`src/rtl/sonar_pkg.sv`:
```
// Shared types, ASCII constants and helpers for the sonar range-frame parser.
package sonar_pkg;

    typedef enum logic [1:0] {
        IDLE  = 2'd0,
        DIGIT = 2'd1,
        TERM  = 2'd2
    } state_t;

    localparam logic [7:0] ASCII_0        = 8'h30;
    localparam logic [7:0] ASCII_9        = 8'h39;
    localparam logic [7:0] DEF_HEADER     = 8'h52;  // 'R'
    localparam logic [7:0] DEF_TERMINATOR = 8'h0D;  // CR

    function automatic logic is_digit(input logic [7:0] b);
        return (b >= ASCII_0) && (b <= ASCII_9);
    endfunction

endpackage

```
`src/rtl/sonar_dec_accum.sv`:
```
// One decimal accumulation step: acc*10 + digit, clamped to the DIST_W maximum.
// A saturated input always re-saturates, since max*10 already exceeds the clamp.
module sonar_dec_accum
    import sonar_pkg::*;
#(
    parameter int DIST_W = 16
) (
    input  logic [DIST_W-1:0] acc_i,
    input  logic [3:0]        digit_i,
    output logic [DIST_W-1:0] acc_o
);

    localparam int WIDE_W = DIST_W + 4;
    localparam logic [WIDE_W-1:0] SAT = {4'd0, {DIST_W{1'b1}}};

    logic [WIDE_W-1:0] wide;

    // Widen by 4 bits so acc*10+9 never overflows before the clamp.
    always_comb begin
        wide  = ({4'd0, acc_i} * WIDE_W'(10)) + {{DIST_W{1'b0}}, digit_i};
        acc_o = (wide > SAT) ? SAT[DIST_W-1:0] : wide[DIST_W-1:0];
    end

endmodule

```
`src/rtl/sonar_frame_parser.sv`:
```
// ASCII range-frame parser: HEADER, DIGITS decimal digits [, TERMINATOR].
// Publishes packed BCD and saturated binary distance with 1-cycle strobes.
// Optional feature macro: SONAR_TERM_CHECK_EN (require TERMINATOR after last digit).
module sonar_frame_parser
    import sonar_pkg::*;
#(
    parameter int         DIGITS         = 3,
    parameter logic [7:0] HEADER         = DEF_HEADER,
    parameter logic [7:0] TERMINATOR     = DEF_TERMINATOR,
    parameter int         DIST_W         = 16,
    parameter int         TIMEOUT_CYCLES = 500000
) (
    input  logic                  clk_i,
    input  logic                  rst_i,
    input  logic [7:0]            byte_data_i,
    input  logic                  byte_ready_i,
    output logic [4*DIGITS-1:0]   bcd_o,
    output logic [DIST_W-1:0]     distance_o,
    output logic                  frame_valid_o,
    output logic                  err_format_o,
    output logic                  err_timeout_o
);

    localparam int IDX_W = (DIGITS > 1) ? $clog2(DIGITS) : 1;
    localparam int CNT_W = $clog2(TIMEOUT_CYCLES + 1);

    state_t                state_q, state_d;
    logic [IDX_W-1:0]      idx_q, idx_d;
    logic [DIST_W-1:0]     acc_q, acc_d, acc_nx;
    logic [4*DIGITS-1:0]   shd_q, shd_d, shd_new;
    logic [CNT_W-1:0]      cnt_q, cnt_d;
    logic [4*DIGITS-1:0]   bcd_q, bcd_d;
    logic [DIST_W-1:0]     dist_q, dist_d;
    logic                  fv_q, fv_d, ef_q, ef_d, et_q, et_d;
    logic                  last_dig;
    int                    pos;

    sonar_dec_accum #(.DIST_W(DIST_W)) u_accum (
        .acc_i   (acc_q),
        .digit_i (byte_data_i[3:0]),
        .acc_o   (acc_nx)
    );

    // Next-state: inter-byte timeout first, then byte-driven frame FSM.
    always_comb begin
        state_d  = state_q;
        idx_d    = idx_q;
        acc_d    = acc_q;
        shd_d    = shd_q;
        bcd_d    = bcd_q;
        dist_d   = dist_q;
        fv_d     = 1'b0;
        ef_d     = 1'b0;
        et_d     = 1'b0;
        cnt_d    = cnt_q;
        // Index 0 is the most significant digit, kept in the top nibble.
        pos      = (DIGITS - 1 - int'(idx_q)) * 4;
        shd_new  = shd_q;
        shd_new[pos +: 4] = byte_data_i[3:0];
        last_dig = (idx_q == IDX_W'(DIGITS - 1));

        if (state_q == IDLE || byte_ready_i) begin
            cnt_d = '0;
        end else if (cnt_q == CNT_W'(TIMEOUT_CYCLES - 1)) begin
            // A byte on the expiry cycle takes the branch above instead.
            cnt_d   = '0;
            et_d    = 1'b1;
            state_d = IDLE;
        end else begin
            cnt_d = cnt_q + 1'b1;
        end

        if (byte_ready_i) begin
            case (state_q)
                IDLE: begin
                    if (byte_data_i == HEADER) begin
                        state_d = DIGIT;
                        idx_d   = '0;
                        acc_d   = '0;
                    end
                end
                DIGIT: begin
                    if (is_digit(byte_data_i)) begin
                        shd_d = shd_new;
                        acc_d = acc_nx;
                        if (last_dig) begin
`ifdef SONAR_TERM_CHECK_EN
                            state_d = TERM;
`else
                            bcd_d   = shd_new;
                            dist_d  = acc_nx;
                            fv_d    = 1'b1;
                            state_d = IDLE;
`endif
                        end else begin
                            idx_d = idx_q + 1'b1;
                        end
                    end else if (byte_data_i == HEADER) begin
                        ef_d  = 1'b1;
                        idx_d = '0;
                        acc_d = '0;
                    end else begin
                        ef_d    = 1'b1;
                        state_d = IDLE;
                    end
                end
`ifdef SONAR_TERM_CHECK_EN
                TERM: begin
                    if (byte_data_i == TERMINATOR) begin
                        bcd_d   = shd_q;
                        dist_d  = acc_q;
                        fv_d    = 1'b1;
                        state_d = IDLE;
                    end else if (byte_data_i == HEADER) begin
                        ef_d    = 1'b1;
                        state_d = DIGIT;
                        idx_d   = '0;
                        acc_d   = '0;
                    end else begin
                        ef_d    = 1'b1;
                        state_d = IDLE;
                    end
                end
`endif
                default: state_d = IDLE;
            endcase
        end
    end

    // State and output registers; async reset discards any partial frame.
    always_ff @(posedge clk_i or posedge rst_i) begin
        if (rst_i) begin
            state_q <= IDLE;
            idx_q   <= '0;
            acc_q   <= '0;
            shd_q   <= '0;
            cnt_q   <= '0;
            bcd_q   <= '0;
            dist_q  <= '0;
            fv_q    <= 1'b0;
            ef_q    <= 1'b0;
            et_q    <= 1'b0;
        end else begin
            state_q <= state_d;
            idx_q   <= idx_d;
            acc_q   <= acc_d;
            shd_q   <= shd_d;
            cnt_q   <= cnt_d;
            bcd_q   <= bcd_d;
            dist_q  <= dist_d;
            fv_q    <= fv_d;
            ef_q    <= ef_d;
            et_q    <= et_d;
        end
    end

    assign bcd_o         = bcd_q;
    assign distance_o    = dist_q;
    assign frame_valid_o = fv_q;
    assign err_format_o  = ef_q;
    assign err_timeout_o = et_q;

endmodule
```
`config.mk`:
```
export PLATFORM = sky130hd
export DESIGN_NAME = sonar_frame_parser
export DESIGN_NICKNAME = d
export VERILOG_FILES = /design/src/rtl/sonar_pkg.sv /design/src/rtl/sonar_dec_accum.sv /design/src/rtl/sonar_frame_parser.sv
export SDC_FILE = /design/constraint.sdc
export NUM_CORES = 1
export LEC_CHECK = 0
export CAP_MARGIN = 20
export CORE_MARGIN = 2
export CORE_UTILIZATION = 31
export CTS_CLUSTER_DIAMETER = 200
export DETAILED_ROUTE_END_ITERATION = 10
export PLACE_DENSITY = 0.49
export RECOVER_POWER = 100
export SLEW_MARGIN = 30
export SYNTH_ARGS = -nofsm -noshare
export SYNTH_HDL_FRONTEND = slang
export SYNTH_HIERARCHICAL = 1
export SYNTH_SLANG_ARGS = --single-unit
```
`constraint.sdc`:
```
create_clock -name clk_i -period 6.42 [get_ports clk_i]
set_clock_uncertainty 0.1 [all_clocks]
set_input_delay 1.605 -clock clk_i [delete_from_list [all_inputs] [get_ports clk_i]]
set_output_delay 1.605 -clock clk_i [all_outputs]
set_load 0.005 [all_outputs]
```
; ---- Yosys cells after proc, flatten, opt, wreduce, memory -nomap -nowiden
; Cells that the tools add are included.
[word_totals]
ff_bits = 82
wordCells = 62
out_inout_bits = 31
in_bits = 11
[classes]
muxes = 28
n_shift = 2
eq_ne = 5
add_sub_neg = 5
order_cmp = 3
reduce_logical = 8
n_mul = 1
[ops]
columns = cell, count
row1 = 2-to-1 mux 16 bit, 3
row2 = 2-to-1 mux 19 bit, 2
row3 = negator 5 -> 33 bit, 1
row4 = variable shift 4 x 33 -> 12 bit (first input constant), 1
row5 = variable part select 4 x 33 -> 12 bit, 1
row6 = one-hot mux 16 bit (2 select lines), 1
row7 = adder 20 x 4 -> 20 bit, 1
row8 = > comparator 20 x 16 -> 1 bit (second input constant), 1
row9 = 2-to-1 mux 2 bit, 10
row10 = adder 19 x 1 -> 19 bit (second input constant), 1
row11 = == test 19 bit (second input constant), 1
row12 = multiplier 16 x 3 -> 19 bit (second input constant), 1
row13 = bitwise mux 12 bit, 1
row14 = 2-to-1 mux 1 bit, 9
row15 = == test 8 x 7 -> 1 bit (second input constant), 1
row16 = >= comparator 8 x 6 -> 1 bit (second input constant), 1
row17 = less-or-equal comparator 8 x 6 -> 1 bit (second input constant), 1
row18 = one-hot mux 2 bit (2 select lines), 2
row19 = AND reduction 3 bit, 2
row20 = AND reduction 4 bit, 1
row21 = inequality test 3 bit (second input constant), 1
row22 = subtractor 2 x 2 -> 3 bit (first input constant), 1
row23 = adder 2 x 1 -> 2 bit (second input constant), 1
row24 = == test 2 x 1 -> 1 bit (second input constant), 1
row25 = 6 further kinds, 6

; ---- Depth between registers and ports, before layout
[depth]
ltp_word = 7
depth_mapped = 14
ltp_nobuf = 12

; ---- Cells and area by module
; The synthesis kept the hierarchy.
[by_module_without_submodules]
columns = mod, instances, seq_area_each_um2, area_per_inst_um2, cells_each
row1 = sonar_frame_parser, 1, 2052.0, 3565.9, 313
row2 = sonar_dec_accum, 1, 0.0, 1602.8, 179

; ---- Worst setup path after synthesis
; OpenSTA, ideal clock, no wires.
[synth_path]
kind = input-to-reg
from = input port byte_data_i[2]
to = register dist_q[10] (netlist: distance_o[10])
stages = 10
setup_time_ns = 0.125
setup_slack_ns = 2.543
arrival_time_ns = 3.652
required_ns = 6.195
n_path_buf = 1
cell_sequence = ha_1 a21o_1 a21oi_1 nor4_2 and3_2 and3_4 a31oi_4 buf_8 o211ai_2 mux2_2
[synth_via]
elab_chain_len = 3
word_cells_on_any_way = 7
cone_classes = add/sub (1) / order compare (3) / mux (1) / reduce/logical (2)
[synth_rtl]
columns = element, line_no
row1 = start: declaration, sonar_frame_parser.sv:15  ; input logic [7:0] byte_data_i,
row2 = adder 20 x 4 -> 20 bit (*), sonar_dec_accum.sv:20  ; wide = ({4'd0, acc_i} * WIDE_W'(10)) + {{DIST_W{1'b0}}, digit_i};
row3 = > comparator 20 x 16 -> 1 bit, sonar_dec_accum.sv:21  ; acc_o = (wide > SAT) ? SAT[DIST_W-1:0] : wide[DIST_W-1:0];
row4 = 2-to-1 mux 16 bit (*), sonar_dec_accum.sv:21
row5 = net acc_nx[10], sonar_frame_parser.sv:29  ; logic [DIST_W-1:0] acc_q, acc_d, acc_nx;
row6 = end signal: assignment, sonar_frame_parser.sv:150  ; dist_q <= dist_d;
row7 = end: declaration, sonar_frame_parser.sv:33  ; logic [DIST_W-1:0] dist_q, dist_d;
; Mark *: on every way through the listed nets, which the timed path passes. The rest lies on a longest branch.
; A chain may end at the register's enable or synchronous reset.

; ---- Worst setup path after layout
[layout_path]
from = input port byte_data_i[2]
to = register dist_q[1] (netlist: distance_o[1])
[layout_via]
elab_chain_len = 3
word_cells_on_any_way = 7
cone_classes = add/sub (1) / order compare (3) / mux (1) / reduce/logical (2)
[layout_rtl]
columns = element, line_no
row1 = adder 20 x 4 -> 20 bit, sonar_dec_accum.sv:20
row2 = > comparator 20 x 16 -> 1 bit, sonar_dec_accum.sv:21
row3 = 2-to-1 mux 16 bit, sonar_dec_accum.sv:21
row4 = net acc_nx[1], sonar_frame_parser.sv:29
; The timed path passes the listed nets, and every way through them passes these cells.

==> results by group <==
Synthesis
  – #FFs+latches synth: 82
  – Post-synth top flop: dfrtp_1
  – Synth Net Count: 542
  – Mapped Area: 5169 um^2
  – Yosys warns: 6
  – Gate Count Post-Synth: 492
  – Post-synth EDFFs: 0
  – Fraction of registers with async set/reset: 100.0%
  – Post-synth cell types: 78
  – Post-synthesis sequential area ratio: 39.70%
  – Mean Syn Cell Area: 10.51 um^2

Placement
  – Placed Cells: 738
  – Number of I/O port buffers: 41
  – Routability congestion estimate: 0.7776
  – HPWL after DPL: 8636 um

Layout
  – Fin nets: 579
  – Layout cell share with drive strength beyond 1: 10.86%
  – Highest-count cells in the layout ignoring fill and taps: 82 x dfrtp_1, 37 x nand2_1, 37 x ha_1, 34 x dlygate4sd3_1, 32 x nor2_1
  – Fillers: 1694
  – Area grow syn2layout: 16.41%
  – Most common cell after layout, fill and taps aside: dfrtp_1
  – Cell Count, Final, Fillers Out: 755

Clock tree
  – Post-CTS Setup Bufs: 0
  – Clock sink count: 82
  – Post-cts resize count: 0
  – CTS tree: yes
  – CTS root buf: clkbuf_16
  – CTS Hold Bufs: 0
  – Clock buffer depth: 2
  – Clk_lat worst skew: 330 ps
  – H-tree Lvls: 3
  – Clock-pin slew on the worst setup and hold paths: 60 ps
  – TritonCTS Buffers: 9

Drt
  – Met3 wire len: 357 um
  – Met2 routed WL: 5317 um
  – Drt first pass iters: 4
  – Initial DRC Count: 161
  – M1 WL: 6135 um
  – DR vias: 3845
  – WL per Instance: 15.82 um
  – DR top layer: met4
  – Residual DRC: 0
  – Post-route ant nets: 0
  – Vias/cell: 5.093
  – Final wirelength: 11940 um

Die
  – Initial core utilization: 31.39%
  – Rows: 47
  – Die ar.: 17720 um^2
  – I/O pin count: 42
  – Die X: 133.1 um
  – Overall die height: 133.1 um
  – Core Area: 16470 um^2

Timing
  – Fmax: 0.2042 GHz
  – RSZ-0062 raised after global routing: false
  – Final Hold Vio Count: 0
  – Final period utilization: 76.29%
  – Slew Limit Fails: 85
  – Slew @ Worst Pin: 2280 ps
  – Setup TNS: 0 ps
  – Setup violations, final: 0
  – Minimum clock period: 4898 ps
  – Slew HR: -52.81%

GRT
  – Vias in the first global route: 3812
  – Initial antenna violation count: 1
  – Global Route Usage Sum: 13.81%
  – First-pass GRT wire length: 19870 um
  – Global route overflow: 0
  – Pin count of the biggest net entering global routing: 52

Critical path
  – Critical path class: input port to register
  – Crit path max fanout: 16
  – Worst EP required: 6530 ps
  – Type of destination of the critical path: register
  – Worst setup SP type: input port
  – R2r startpoint: acc_q[1]
  – WP data arrival: 5010 ps
  – CP Launch Point: byte_data_i[2]

Power and ir drop
  – Pwr dens: 187.7 nW/um^2
  – IR drop worst, VDD: 0.0001347 V
  – Lkg Pwr: 2.697 nW

Hold path
  – HP Start: cnt_q[0]
  – Worst min path class: register to register

Run status
  – Outcome: finished, violations left
  – Violated checks: max-capacitance violations, max-slew violations

Flow run
  – Maxcap violations: 2
[critical path: stages]
cell and delay (ps):
dlygate4sd3_1 720, ha_1 370, a21o_1 110, a21oi_1 110, nor4_1 390, and3_1 320
nand4_1 120, and4b_1 720, o21ai_0 240, mux2_2 310
[power by group]
part / switching, mW / leakage, nW / internal, mW
Combinational: 0.0224 / 1.39 / 0.0106
Clock: 0.206 / 0.165 / 0.372
Sequential: 0.000662 / 1.15 / 0.518
Total: 0.229 / 2.70 / 0.900
[final timing paths]
| check | end | slack (ps) | cells past startpoint |
|---|---|---|---|
| min in group asynchronous | distance_o[3] | 2240 | 2 |
| worst max-delay path | distance_o[1] | 1520 | 10 |
| worst min register to register | cnt_q[0] | 370 | 1 |
| worst max register to register | distance_o[1] | 2120 | 12 |
| worst min-delay path | cnt_q[0] | 370 | 1 |
| max in group asynchronous | acc_q[9] | 1590 | 3 |
[kinds of logic after synthesis]
| group | share of synthesized area (%) |
|---|---|
| buffers and inverters | 3.679 |
| xor gates and xnor gates | 6.076 |
| DFF | 39.70 |
| adders and majority gates | 9.731 |
| muxes | 3.994 |
| and+or+nand+nor | 16.78 |
| AOI/OAI and AO/OA | 20.04 |
[final cells by class]
class                      instances  area, um^2  area share [%]
clock inverter                     4       72.57           1.206
antenna                            1       2.502         0.04159
tap                              220       275.3           4.575
sequential                        82        2052           34.10
timing repair buffer              45       429.2           7.132
multi-input combinational        375        2858           47.49
clock buffer                      12       266.5           4.429
inverter                          16       61.31           1.019
[metrics by stage]
stage                     total power, mW  utilization (%)  hold WS (ps)  cell area, um^2  worst slack, ps
final                               1.129            36.54         368.1             6017             1522
after global routing                1.172            36.53         396.0             6015            974.1
after CTS                           1.150            37.01         365.8             6095             1539
after detailed placement           0.5631            34.95         355.0             5756             1177
after global placement             0.5627            34.95         347.5             5756             1300
after floorplan                    0.5460                -         332.9             5169             2543
[sequential cells by signal (all words and copies together), names as in the netlist]
| register | cells |
|---|---|
| acc_q | 16 |
| bcd_o | 12 |
| cnt_q | 19 |
| distance_o | 16 |
| err_format_o | 1 |
| err_timeout_o | 1 |
| frame_valid_o | 1 |
| idx_q | 2 |
| shd_q | 12 |
| state_q | 2 |
[synth_stat cells, types with 3 or more instances]
master | instances | area (um^2)
dfrtp_1 | 82 | 2052
ha_1 | 37 | 462.9
nand2_1 | 37 | 138.9
nor2_1 | 32 | 120.1
a22o_1 | 25 | 219.0
o21ai_0 | 25 | 125.1
xnor2_1 | 20 | 175.2
mux2_2 | 17 | 191.4
inv_1 | 16 | 60.06
xor2_1 | 14 | 122.6
a21oi_1 | 13 | 65.06
nand4_1 | 11 | 68.82
o211ai_2 | 11 | 137.6
a32oi_1 | 9 | 78.83
nor2b_1 | 8 | 50.05
nor4_1 | 8 | 50.05
buf_2 | 7 | 35.03
nand3_1 | 7 | 35.03
and3_1 | 6 | 37.54
o21ai_1 | 6 | 30.03
a31oi_1 | 5 | 31.28
clkbuf_1 | 5 | 18.77
nor3_1 | 5 | 25.02
nand2b_1 | 4 | 25.02
and2_1 | 3 | 18.77
and4_1 | 3 | 26.28
o211ai_1 | 3 | 22.52
o21ai_2 | 3 | 26.28
or2_2 | 3 | 18.77
or3_1 | 3 | 18.77
or4_1 | 3 | 22.52
[routing by layer]
layer	vias to the layer above	global-route usage [%]
li1	1915	-
met1	1865	19.77
met2	55	20.78
met3	10	3.234
met4	0	4.196
met5	-	0
Note: power is estimated with default switching activity, not from simulation.
